File: src/rtl/alu_share_ctrl.sv
// alu_share_ctrl
//   Two-requester round-robin scheduler in front of the shared 16-bit ALU.
//   Port 0 (execute stage) owns the architectural Z/V/N flags; port 1
//   (secondary unit) never touches them. A winning request is registered
//   into the ALU operand registers, the ALU result is captured one cycle
//   later, and the owner receives a one-cycle response pulse. A new request
//   may be accepted in the response cycle, giving one op per two cycles.
//
// Ports
//   clk, rst_n                 clock, asynchronous active-low reset
//   reqN_valid/op/a/b          request from port N, held until accepted
//   reqN_ready                 accept (handshake = valid & ready)
//   alu_a, alu_b, alu_op       registered operands/opcode to the ALU
//   alu_result, alu_ovfl,
//   alu_zero, alu_sign         combinational ALU outputs
//   rspN_valid                 one-cycle result pulse to port N
//   rsp_result                 captured result, shared by both ports
//   flag_z, flag_v, flag_n     architectural flags
module alu_share_ctrl #(
  parameter int W = 16
) (
  input  logic         clk,
  input  logic         rst_n,
  input  logic         req0_valid,
  input  logic [2:0]   req0_op,
  input  logic [W-1:0] req0_a,
  input  logic [W-1:0] req0_b,
  output logic         req0_ready,
  input  logic         req1_valid,
  input  logic [2:0]   req1_op,
  input  logic [W-1:0] req1_a,
  input  logic [W-1:0] req1_b,
  output logic         req1_ready,
  output logic [W-1:0] alu_a,
  output logic [W-1:0] alu_b,
  output logic [2:0]   alu_op,
  input  logic [W-1:0] alu_result,
  input  logic         alu_ovfl,
  input  logic         alu_zero,
  input  logic         alu_sign,
  output logic         rsp0_valid,
  output logic         rsp1_valid,
  output logic [W-1:0] rsp_result,
  output logic         flag_z,
  output logic         flag_v,
  output logic         flag_n
);

  typedef enum logic [1:0] {IDLE, EXEC, RESP} state_t;

  localparam logic [2:0] OP_ADD = 3'b000;
  localparam logic [2:0] OP_SUB = 3'b001;
  localparam logic [2:0] OP_XOR = 3'b010;
  localparam logic [2:0] OP_SLL = 3'b100;
  localparam logic [2:0] OP_SRA = 3'b101;
  localparam logic [2:0] OP_ROR = 3'b110;

  state_t       state_q, state_d;
  logic         prio_q, prio_d;     // 1 = port 1 preferred on a tie
  logic         owner_q;            // port that owns the in-flight op
  logic [W-1:0] alu_a_q, alu_b_q, rsp_result_q;
  logic [2:0]   alu_op_q;
  logic         rsp0_q, rsp1_q;
  logic         flag_z_q, flag_v_q, flag_n_q;

  logic         grant0, grant1, accepting, accept;
  logic         upd_zvn, upd_z;

  // Grant is purely a function of the valids and the priority bit, so
  // ready can follow valid within the same cycle.
  always_comb begin
    grant0     = req0_valid & (~req1_valid | ~prio_q);
    grant1     = req1_valid & (~req0_valid |  prio_q);
    accepting  = (state_q == IDLE) || (state_q == RESP);
    req0_ready = accepting & grant0;
    req1_ready = accepting & grant1;
    accept     = req0_ready | req1_ready;
  end

  always_comb begin
    state_d = state_q;
    prio_d  = prio_q;
    case (state_q)
      IDLE:    state_d = accept ? EXEC : IDLE;
      EXEC:    state_d = RESP;
      RESP:    state_d = accept ? EXEC : IDLE;
      default: state_d = IDLE;
    endcase
    // After any accept the other port becomes preferred.
    if (accept) prio_d = req0_ready;
  end

  // Flag write enables; only port-0 ops in EXEC may update flags.
  always_comb begin
    upd_zvn = 1'b0;
    upd_z   = 1'b0;
    if ((state_q == EXEC) && !owner_q) begin
      case (alu_op_q)
        OP_ADD, OP_SUB:                 upd_zvn = 1'b1;
        OP_XOR, OP_SLL, OP_SRA, OP_ROR: upd_z   = 1'b1;
        default:                        ;
      endcase
    end
  end

  always_ff @(posedge clk or negedge rst_n) begin
    if (!rst_n) begin
      state_q      <= IDLE;
      prio_q       <= 1'b0;
      owner_q      <= 1'b0;
      alu_a_q      <= '0;
      alu_b_q      <= '0;
      alu_op_q     <= 3'b000;
      rsp_result_q <= '0;
      rsp0_q       <= 1'b0;
      rsp1_q       <= 1'b0;
      flag_z_q     <= 1'b0;
      flag_v_q     <= 1'b0;
      flag_n_q     <= 1'b0;
    end else begin
      state_q <= state_d;
      prio_q  <= prio_d;
      // Operand registers only move on an accept, so the ALU inputs stay
      // quiet while idle.
      if (accept) begin
        owner_q  <= req1_ready;
        alu_a_q  <= req0_ready ? req0_a  : req1_a;
        alu_b_q  <= req0_ready ? req0_b  : req1_b;
        alu_op_q <= req0_ready ? req0_op : req1_op;
      end
      // Response pulses are set only by the EXEC edge, so they last
      // exactly the single RESP cycle.
      rsp0_q <= (state_q == EXEC) & ~owner_q;
      rsp1_q <= (state_q == EXEC) &  owner_q;
      if (state_q == EXEC) rsp_result_q <= alu_result;
      if (upd_zvn) begin
        flag_z_q <= alu_zero;
        flag_v_q <= alu_ovfl;
        flag_n_q <= alu_sign;
      end else if (upd_z) begin
        flag_z_q <= alu_zero;
      end
    end
  end

  assign alu_a      = alu_a_q;
  assign alu_b      = alu_b_q;
  assign alu_op     = alu_op_q;
  assign rsp_result = rsp_result_q;
  assign rsp0_valid = rsp0_q;
  assign rsp1_valid = rsp1_q;
  assign flag_z     = flag_z_q;
  assign flag_v     = flag_v_q;
  assign flag_n     = flag_n_q;

endmodule

File: config.mk
export PLATFORM = sky130hd
export DESIGN_NAME = alu_share_ctrl
export DESIGN_NICKNAME = d
export VERILOG_FILES = /design/src/rtl/alu_share_ctrl.sv
export SDC_FILE = /design/constraint.sdc
export NUM_CORES = 1
export LEC_CHECK = 0
export CORE_MARGIN = 2
export CORE_UTILIZATION = 38
export CTS_CLUSTER_SIZE = 30
export DETAILED_ROUTE_END_ITERATION = 10
export PLACE_DENSITY = 0.8
export SLEW_MARGIN = 20
export SYNTH_ARGS = -nofsm -noshare
export SYNTH_HDL_FRONTEND = slang
export SYNTH_SLANG_ARGS = --single-unit
export TNS_END_PERCENT = 10
File: constraint.sdc
create_clock -name clk -period 1.6 [get_ports clk]
set_input_delay 0.32 -clock clk [delete_from_list [all_inputs] [get_ports clk]]
set_output_delay 0.32 -clock clk [all_outputs]
set_load 0.1 [all_outputs]
**Yosys cells after proc, flatten, opt, wreduce, memory -nomap -nowiden**

Index checks and enable logic that the tools add are counted.

- Input bits: 93
- Logic and storage cells: 52
- Output and inout port bits: 58
- Flip-flop bits (word level): 60

- Reductions and logical operators: 9
- Equal/unequal tests: 7
- Muxes and demuxes: 11
- Bitwise gates (word level): 13

Operator list:

| cell | number |
|---|---|
| 16-bit two-way mux | 2 |
| 3-bit == test, second input constant | 3 |
| 1-bit two-way mux | 7 |
| 1-bit bitwise AND | 6 |
| 1-bit NOT | 4 |
| 2-bit one-hot mux with 2 select lines | 1 |
| 2-bit OR reduction | 2 |
| 4-bit OR reduction | 1 |
| 3-bit by 1-bit == test with 1-bit output, second input constant | 1 |
| 3-bit by 2-bit == test with 1-bit output, second input constant | 1 |
| 3-bit zero test | 1 |
| 3-bit two-way mux | 1 |
| 1-bit bitwise OR | 3 |
| 2-bit by 1-bit == test with 1-bit output, second input constant | 1 |
| 2-bit == test, second input constant | 1 |
| 2-bit zero test | 1 |
| 2-bit nonzero test | 1 |
| 1-bit logical AND | 1 |
| 1-bit zero test | 1 |
| 1-bit logical OR | 1 |

**Longest topological paths before layout**

Gate-level depths: netlist of the first run.

- Depth in word-level cells: 7
- Depth in mapped cells: 5
- Depth with buffers taken out: 3

**Worst setup path before layout of the first run**

OpenSTA, ideal clock, no wires.

- Path type: register to output
- From: register state_q[0]
- To: output port req0_ready
- Data arrival time: 2117 ps
- Path slack: -837 ps
- Path buffers: 2
- Cell stages (with the launch flop): 5
- Data required time: 1280 ps
- Cell sequence: dfrtp_1 -> nand2b_1 -> buf_2 -> buf_2 -> nor2_1

- Longest elaborated chain between the ends: 3
- Elaborated cells on any way between the ends: 4
- Classes of those cells: eq/ne (1); bitwise (1); reduce/logical (2)

Ends and longest elaborated chain:

| item | RTL line | text |
|---|---|---|
| start: declaration | 58 | `state_t state_q, state_d;` |
| start signal: assignment | 121 | `state_q <= state_d;` |
| 2-bit == test or 2-bit zero test (tied branches) | 74 | `accepting = (state_q == IDLE) \|\| (state_q == RESP);` |
| 1-bit logical OR (*) | 74 |  |
| 1-bit bitwise AND (*) | 75 | `req0_ready = accepting & grant0;` |
| end: declaration | 28 | `output logic req0_ready,` |

Every way passes the cells marked *; elsewhere a longest branch is shown, timed or not.

**Worst setup path in the final report of the first run**

- From: register state_q[0]
- To: output port req1_ready

- Longest elaborated chain between the ends: 3
- Elaborated cells on any way between the ends: 4
- Classes of those cells: eq/ne (1); bitwise (1); reduce/logical (2)

Ends and longest elaborated chain:

| item | RTL line | text |
|---|---|---|
| 2-bit == test or 2-bit zero test (tied branches) | 74 |  |
| 1-bit logical OR (*) | 74 |  |
| 1-bit bitwise AND (*) | 76 | `req1_ready = accepting & grant1;` |
| end: declaration | 33 | `output logic req1_ready,` |

Marks and branches as above.

==> impl_metrics.csv, run 1 <==
group,metric,value,unit
clock_tree,clockBufferDepth,2,
worst_setup_path,r2r_cells,4,
cells_and_area,syn2layout_area_growth,94.7,%
drt,wirelength,8.48,mm
grt,gr-usage-met3,4.83,%
drt,dr.first_iter.drc_count,108,
run_status,outcome,"complete, no violations",
cells_and_area,n_antenna_cell,0,
min_path,min_path_cells,1,
drt,dr.pass1.iters,4,
yosys,synth_cells,263,
worst_setup_path,start_kind,"flip-flop",
clock_tree,h-tree-depth,3,
worst_setup_path,path_class,"flip-flop to primary output",
worst_setup_path,r2r-end,"flag_n",
power,switchingPower,4.43,mW
floorplanning,core-area,6760,um^2
min_path,worstHoldStart,"owner_q",
power,swShare,48.2,%
floorplanning,start_util,39.2,%
sta,slew_violations,0,
grt,grt_busiest_layer,"met2",
yosys,syn_nets,356,
cells_and_area,layout-drive-gt1-share,28.3,%
sta,max_freq,0.630,GHz
grt,overflow,0,
power,powerDensity,1780,nW/um^2
clock_tree,cts.sinks,60,
cells_and_area,design_area,5160,um^2
power,p_int,4.76,mW
yosys,ys_seq_area_share,56.7,%
floorplanning,die_h,87.5,um
sta,fin_crit,1.59,ns
grt,use_met2,39.8,%
floorplanning,die_x,87.5,um
yosys,ys_ff_latch,60,
placement,gp_congestion,0.795,
worst_setup_path,required,1.28,ns
power,peakVddDrop,981,uV
grt,grt_pass1_vias,2709,
cells_and_area,finalNetCount,508,
run,maxCapViolCount,0,
sta,relSlewSlack,78.1,%
clock_tree,cts_buffers,9,
placement,hpwl,6.06,mm
sta,rsz0062_at_grt,"true",
sta,skew,0.0118,ns
min_path,hold_path_end,"rsp0_valid",
power,p_comb_share,58.3,%
grt,grt_max_degree,61,
drt,wl_per_cell,17.0,um
floorplanning,ios,151,
grt,grt.met1_usage,27.9,%
yosys,ys_warn_count,0,
worst_setup_path,cp_max_fo,3,
grt,grt_pass1_wl,13.6,mm
drt,ant_nets,0,
floorplanning,die_area,7650,um^2
power,p_leak,2.14,nW
clock_tree,cts_root_buf,"clkbuf_8",
placement,io_buffers,150,
yosys,syn_area_per_cell,10.1,um^2
drt,num_vias,2656,
worst_setup_path,endpoint_kind,"primary output",
power,p_seq_share,25.1,%
sta,tightest_slew,0.329,ns
sta,hold_viol_final,0,
power,clkPwrFrac,16.6,%
placement,dpl-instance-area,4880,um^2
yosys,ys_types,21,
floorplanning,num_rows,30,
drt,viasPerCell,5.31,
worst_setup_path,rrSetupSlack,0.08,ns
worst_setup_path,timing.rr.start,"state_q[0]",
power,finalPower,9.19,mW
clock_tree,cts_tree,"yes",
grt,grt.total_usage,23.1,%
yosys,syn_area,2650,um^2
grt,grt_antenna_before_repair,0,
sta,fin_crit_sh,99.2,%
sta,setup_viol,0,
worst_setup_path,critical_path_arrival,1.27,ns
clock_tree,path_clk_slew,0.08,ns
min_path,holdCritPathClass,"flip-flop to flip-flop",
drt,drc,0,
clock_tree,clk_latency,0.33,ns
## cell usage after synthesis
| master | n | share of area (%) |
|---|---|---|
| nand2b_1 | 3 | 0.71 |
| mux2_4 | 2 | 1.1 |
| buf_2 | 16 | 3.0 |
| a211oi_1 | 1 | 0.28 |
| nand2_1 | 2 | 0.28 |
| nand3_1 | 35 | 6.6 |
| o21ai_0 | 33 | 6.2 |
| a31oi_1 | 35 | 8.3 |
| mux2_2 | 17 | 7.2 |
| o21bai_1 | 1 | 0.28 |
| o21ai_1 | 3 | 0.57 |
| a21oi_1 | 1 | 0.19 |
| dfrtp_1 | 60 | 57 |
| or4_4 | 1 | 0.43 |
| o21ba_2 | 1 | 0.38 |
| nor2_1 | 38 | 5.4 |
| nor2b_1 | 1 | 0.24 |
| clkbuf_1 | 6 | 0.85 |
| clkbuf_2 | 3 | 0.57 |
| and2_1 | 1 | 0.24 |
| inv_1 | 3 | 0.43 |
## registers in the layout (all words and copies together), names as in the netlist
register,flops
rsp1_valid,1
rsp_result,16
owner_q,1
alu_b,16
rsp0_valid,1
flag_v,1
flag_n,1
alu_a,16
prio_q,1
flag_z,1
alu_op,3
state_q,2
## critical path: stages, from the launching register on
cell      delay (ns)
dfrtp_1         0.41
nand2b_4        0.16
a21oi_4         0.17
buf_12          0.20
## routing by layer
| metal | up-vias | wire length, um |
|---|---|---|
| li1 | 1242 | - |
| met1 | 1302 | 3320 |
| met2 | 100 | 4520 |
| met3 | 12 | 475 |
| met4 | 0 | 165 |
| met5 | - | 0 |
## how the worst max path moves through the flow
stage                     startpoint         end
final                     state_q[0]  req1_ready
after global routing          prio_q  req0_ready
after CTS                     prio_q  req0_ready
after detailed placement  req0_valid    alu_a[1]
after global placement    req0_valid   alu_op[2]
after floorplan           state_q[0]  req0_ready
## final cells by class
class                   count  area, um^2
clock buffers               9         124
well taps                  80         100
clock inverters             7         101
fillers                   449        1600
inverters                   3        11.3
repair buffers            166        2260
multi-input cells         175        1060
flip-flops and latches     60        1500
## power by group through the flow
stage | clock, mW | combinational [mW] | sequential [mW]
final | 1.52 | 5.35 | 2.31
after global routing | 1.63 | 5.52 | 2.36
after CTS | 1.57 | 5.37 | 2.32
after detailed placement | 0 | 5.34 | 2.34
after global placement | 0 | 5.28 | 2.31
after floorplan | 0 | 0.697 | 4.71
## kinds of logic after synthesis
| family | count (synthesis) | share of synthesized area [%] |
|---|---|---|
| AND/OR/NAND/NOR | 81 | 13.9 |
| AO/OA/AOI/OAI | 75 | 16.2 |
| flip-flops | 60 | 56.7 |
| buffers and inverters | 28 | 4.87 |
| multiplexers | 19 | 8.36 |
## placed cells by master (no fill, tap or decap), types with 2 or more instances in the layout
cell,synthesis,routed
clkdlybuf4s50_1,0,89
dlygate4sd2_1,0,2
inv_1,3,3
nand2_1,2,2
mux2_2,17,17
nand2b_4,0,2
a31oi_1,35,35
buf_4,0,10
dfrtp_2,0,2
dfrtp_1,60,58
nor2_1,38,37
buf_12,0,63
bufinv_16,0,2
clkinvlp_4,0,2
o21ai_0,33,33
nand3_1,35,35
o21ai_1,3,3
clkbuf_8,0,9
clkinv_4,0,3
mux2_4,2,2
## per-stage QoR
| stage | std cells | utilization, % | setup slack (ns) | hold slack, ns | TNS [ns] |
|---|---|---|---|---|---|
| after floorplan | 263 | - | -0.0524 | 0.0244 | -0.0760 |
| after CTS | 498 | 76.1 | -0.0330 | 0.508 | -0.0330 |
| final | 500 | 76.3 | 0.0122 | 0.513 | 0 |
| after global placement | 480 | 72.3 | -0.115 | 0.350 | -3.42 |
| after global routing | 500 | 76.3 | -0.0260 | 0.523 | -0.0510 |
| after detailed placement | 480 | 72.3 | -0.233 | 0.354 | -6.18 |
## repair_timing
item / 4_1_cts / 5_1_grt
gates cloned: 0 / 0
setup buffers: 1 / 2
hold buffers: 1 / 0
resized for setup: 6 / 0
endpoints found under the hold margin: 59 / 0
endpoints found under the setup margin: 2 / 2
pin swaps: 1 / 1
Note: power is estimated with default switching activity, not from simulation.
==> run 2, diff against run 1 <==
--- a/config.mk
+++ b/config.mk
@@ -9,7 +9,7 @@
 export CORE_UTILIZATION = 38
 export CTS_CLUSTER_SIZE = 30
 export DETAILED_ROUTE_END_ITERATION = 10
-export PLACE_DENSITY = 0.8
+export PLACE_DENSITY = 0.84
 export SLEW_MARGIN = 20
 export SYNTH_ARGS = -nofsm -noshare
 export SYNTH_HDL_FRONTEND = slang
==> run 2 against run 1 <==
Clock skew is 0.00083 ns lower. Sequential share of layout area grew 0.15 points. Critical path type unchanged. Flip-flop and latch count unchanged. Maximum frequency shrank 0.26%. Combinational power hardly changed.
==> impl_metrics.csv, run 2 (synthesis gave the netlist of run 1 again) <==
group,metric,value,unit
placement,placed_cells,481,
worst_setup_path,cp_max_fo,3,
grt,grt_pass1_vias,2728,
sta,skew,0.0110,ns
clock_tree,h-tree-depth,3,
worst_setup_path,path_class,"flip-flop to primary output",
power,powerDensity,1720,nW/um^2
worst_setup_path,endpoint_kind,"primary output",
floorplanning,ios,151,
sta,final.setup.tns,0,ns
grt,grt_pass1_wl,13.0,mm
worst_setup_path,critPathBufInv,1,
grt,grt.total_usage,22.0,%
placement,place_worst_setup_slack,-0.193,ns
cells_and_area,syn2layout_area_growth,93.9,%
worst_setup_path,critical_path_arrival,1.27,ns
sta,tightest_slew,0.487,ns
drt,dr.pass1.iters,4,
worst_setup_path,crit_family,"flip-flops",
sta,layout_setup_ws,0.00807,ns
drt,wl_per_cell,16.5,um
cells_and_area,final_common_cell,"clkdlybuf4s50_1",
grt,overflow,0,
sta,relSlewSlack,67.6,%
grt,grt_antenna_before_repair,0,
min_path,holdCritPathClass,"primary input to async pin",
sta,rsz0062_at_grt,"true",
grt,grt_max_degree,45,
worst_setup_path,cp_cell_sequence,"nand2b_4 > a21oi_4 > buf_12",
floorplanning,num_rows,30,
clock_tree,cts_buffers,9,
worst_setup_path,start_kind,"flip-flop",
worst_setup_path,cp_slowest_cell,"dfrtp_2",
sta,setup_viol,0,
clock_tree,cts.sinks,60,
floorplanning,core-area,6760,um^2
worst_setup_path,required,1.28,ns
clock_tree,cts_tree,"yes",
cells_and_area,fillCellCount,442,
cells_and_area,stdcell_count,502,
run_status,outcome,"complete, no violations",
power,finalPower,8.84,mW
sta,hold_viol_final,0,
floorplanning,start_util,39.2,%
cells_and_area,layout-drive-gt1-share,28.0,%
drt,dr.first_iter.drc_count,81,
placement,io_buffers,150,
clock_tree,path_clk_slew,0.06,ns
sta,slew_violations,0,
drt,wirelength,8.26,mm
drt,ant_nets,0,
drt,viasPerCell,5.23,
run,maxCapViolCount,0,
drt,num_vias,2627,
clock_tree,clockBufferDepth,2,
power,peakVddDrop,799,uV
clock_tree,clk_latency,0.33,ns
placement,gp_congestion,0.743,
worst_setup_path,rrSetupSlack,0.10,ns
clock_tree,cts_root_buf,"clkbuf_8",
worst_setup_path,slowest_delay,0.42,ns
cells_and_area,finalNetCount,510,
power,p_leak,2.14,nW
drt,drc,0,
floorplanning,die_area,7650,um^2
floorplanning,die_h,87.5,um
sta,fin_crit_sh,99.5,%
sta,fin_crit,1.59,ns
placement,hpwl,6.11,mm
cells_and_area,layout_common_cells,"89 x clkdlybuf4s50_1, 65 x buf_12, 57 x dfrtp_1",
floorplanning,die_x,87.5,um
sta,max_freq,0.628,GHz
cells_and_area,n_antenna_cell,0,
==> run 2: timing repair <==
action,in CTS,in global routing
resized for setup,6,1
endpoints found under the hold margin,15,0
hold buffers,1,0
setup buffers,2,2
pin swaps,0,0
setup endpoints to repair,2,2
==> run 2: path summary, 6_finish.rpt <==
kind                       cells after the start          to        from
setup / recovery                               3  req1_ready  state_q[0]
hold / removal                                 2   alu_op[0]       rst_n
setup reg to reg                               4      flag_v  state_q[0]
hold reg to reg                                1  rsp0_valid     owner_q
max in group asynchronous                      3    alu_b[7]       rst_n
min in group clk                               1  rsp0_valid     owner_q
==> run 2: metal layers <==
metal	wire, um	GRT usage (%)	part of all wire, %
met2	4410	40.2	53
met4	120	8.53	1.5
met1	3160	24.3	38
met5	0	0	0
met3	567	5.50	6.9
==> run 2: layout make-up <==
class                      count  area [um^2]  area share [%]
timing repair buffer         168         2300            44.8
sequential                    60         1510            29.3
multi-input combinational    175         1060            20.6
clock buffer                  14          153            2.97
tap                           80          100            1.95
inverter                       3         11.3           0.219
clock inverter                 2         10.0           0.195
==> run 2: metrics by stage <==
step                      util (%)  instance area, um^2  hold slack [ns]
after global routing          76.0                 5140            0.525
final                         76.0                 5140            0.496
after global placement        72.8                 4920            0.294
after floorplan                  -                 2670           0.0244
after detailed placement      72.8                 4920            0.301
after CTS                     75.8                 5120            0.489
==> run 2: power breakdown <==
part	internal, mW	switching (mW)
registers	1.90	0.416
clock network	0.602	0.559
logic	2.00	3.37
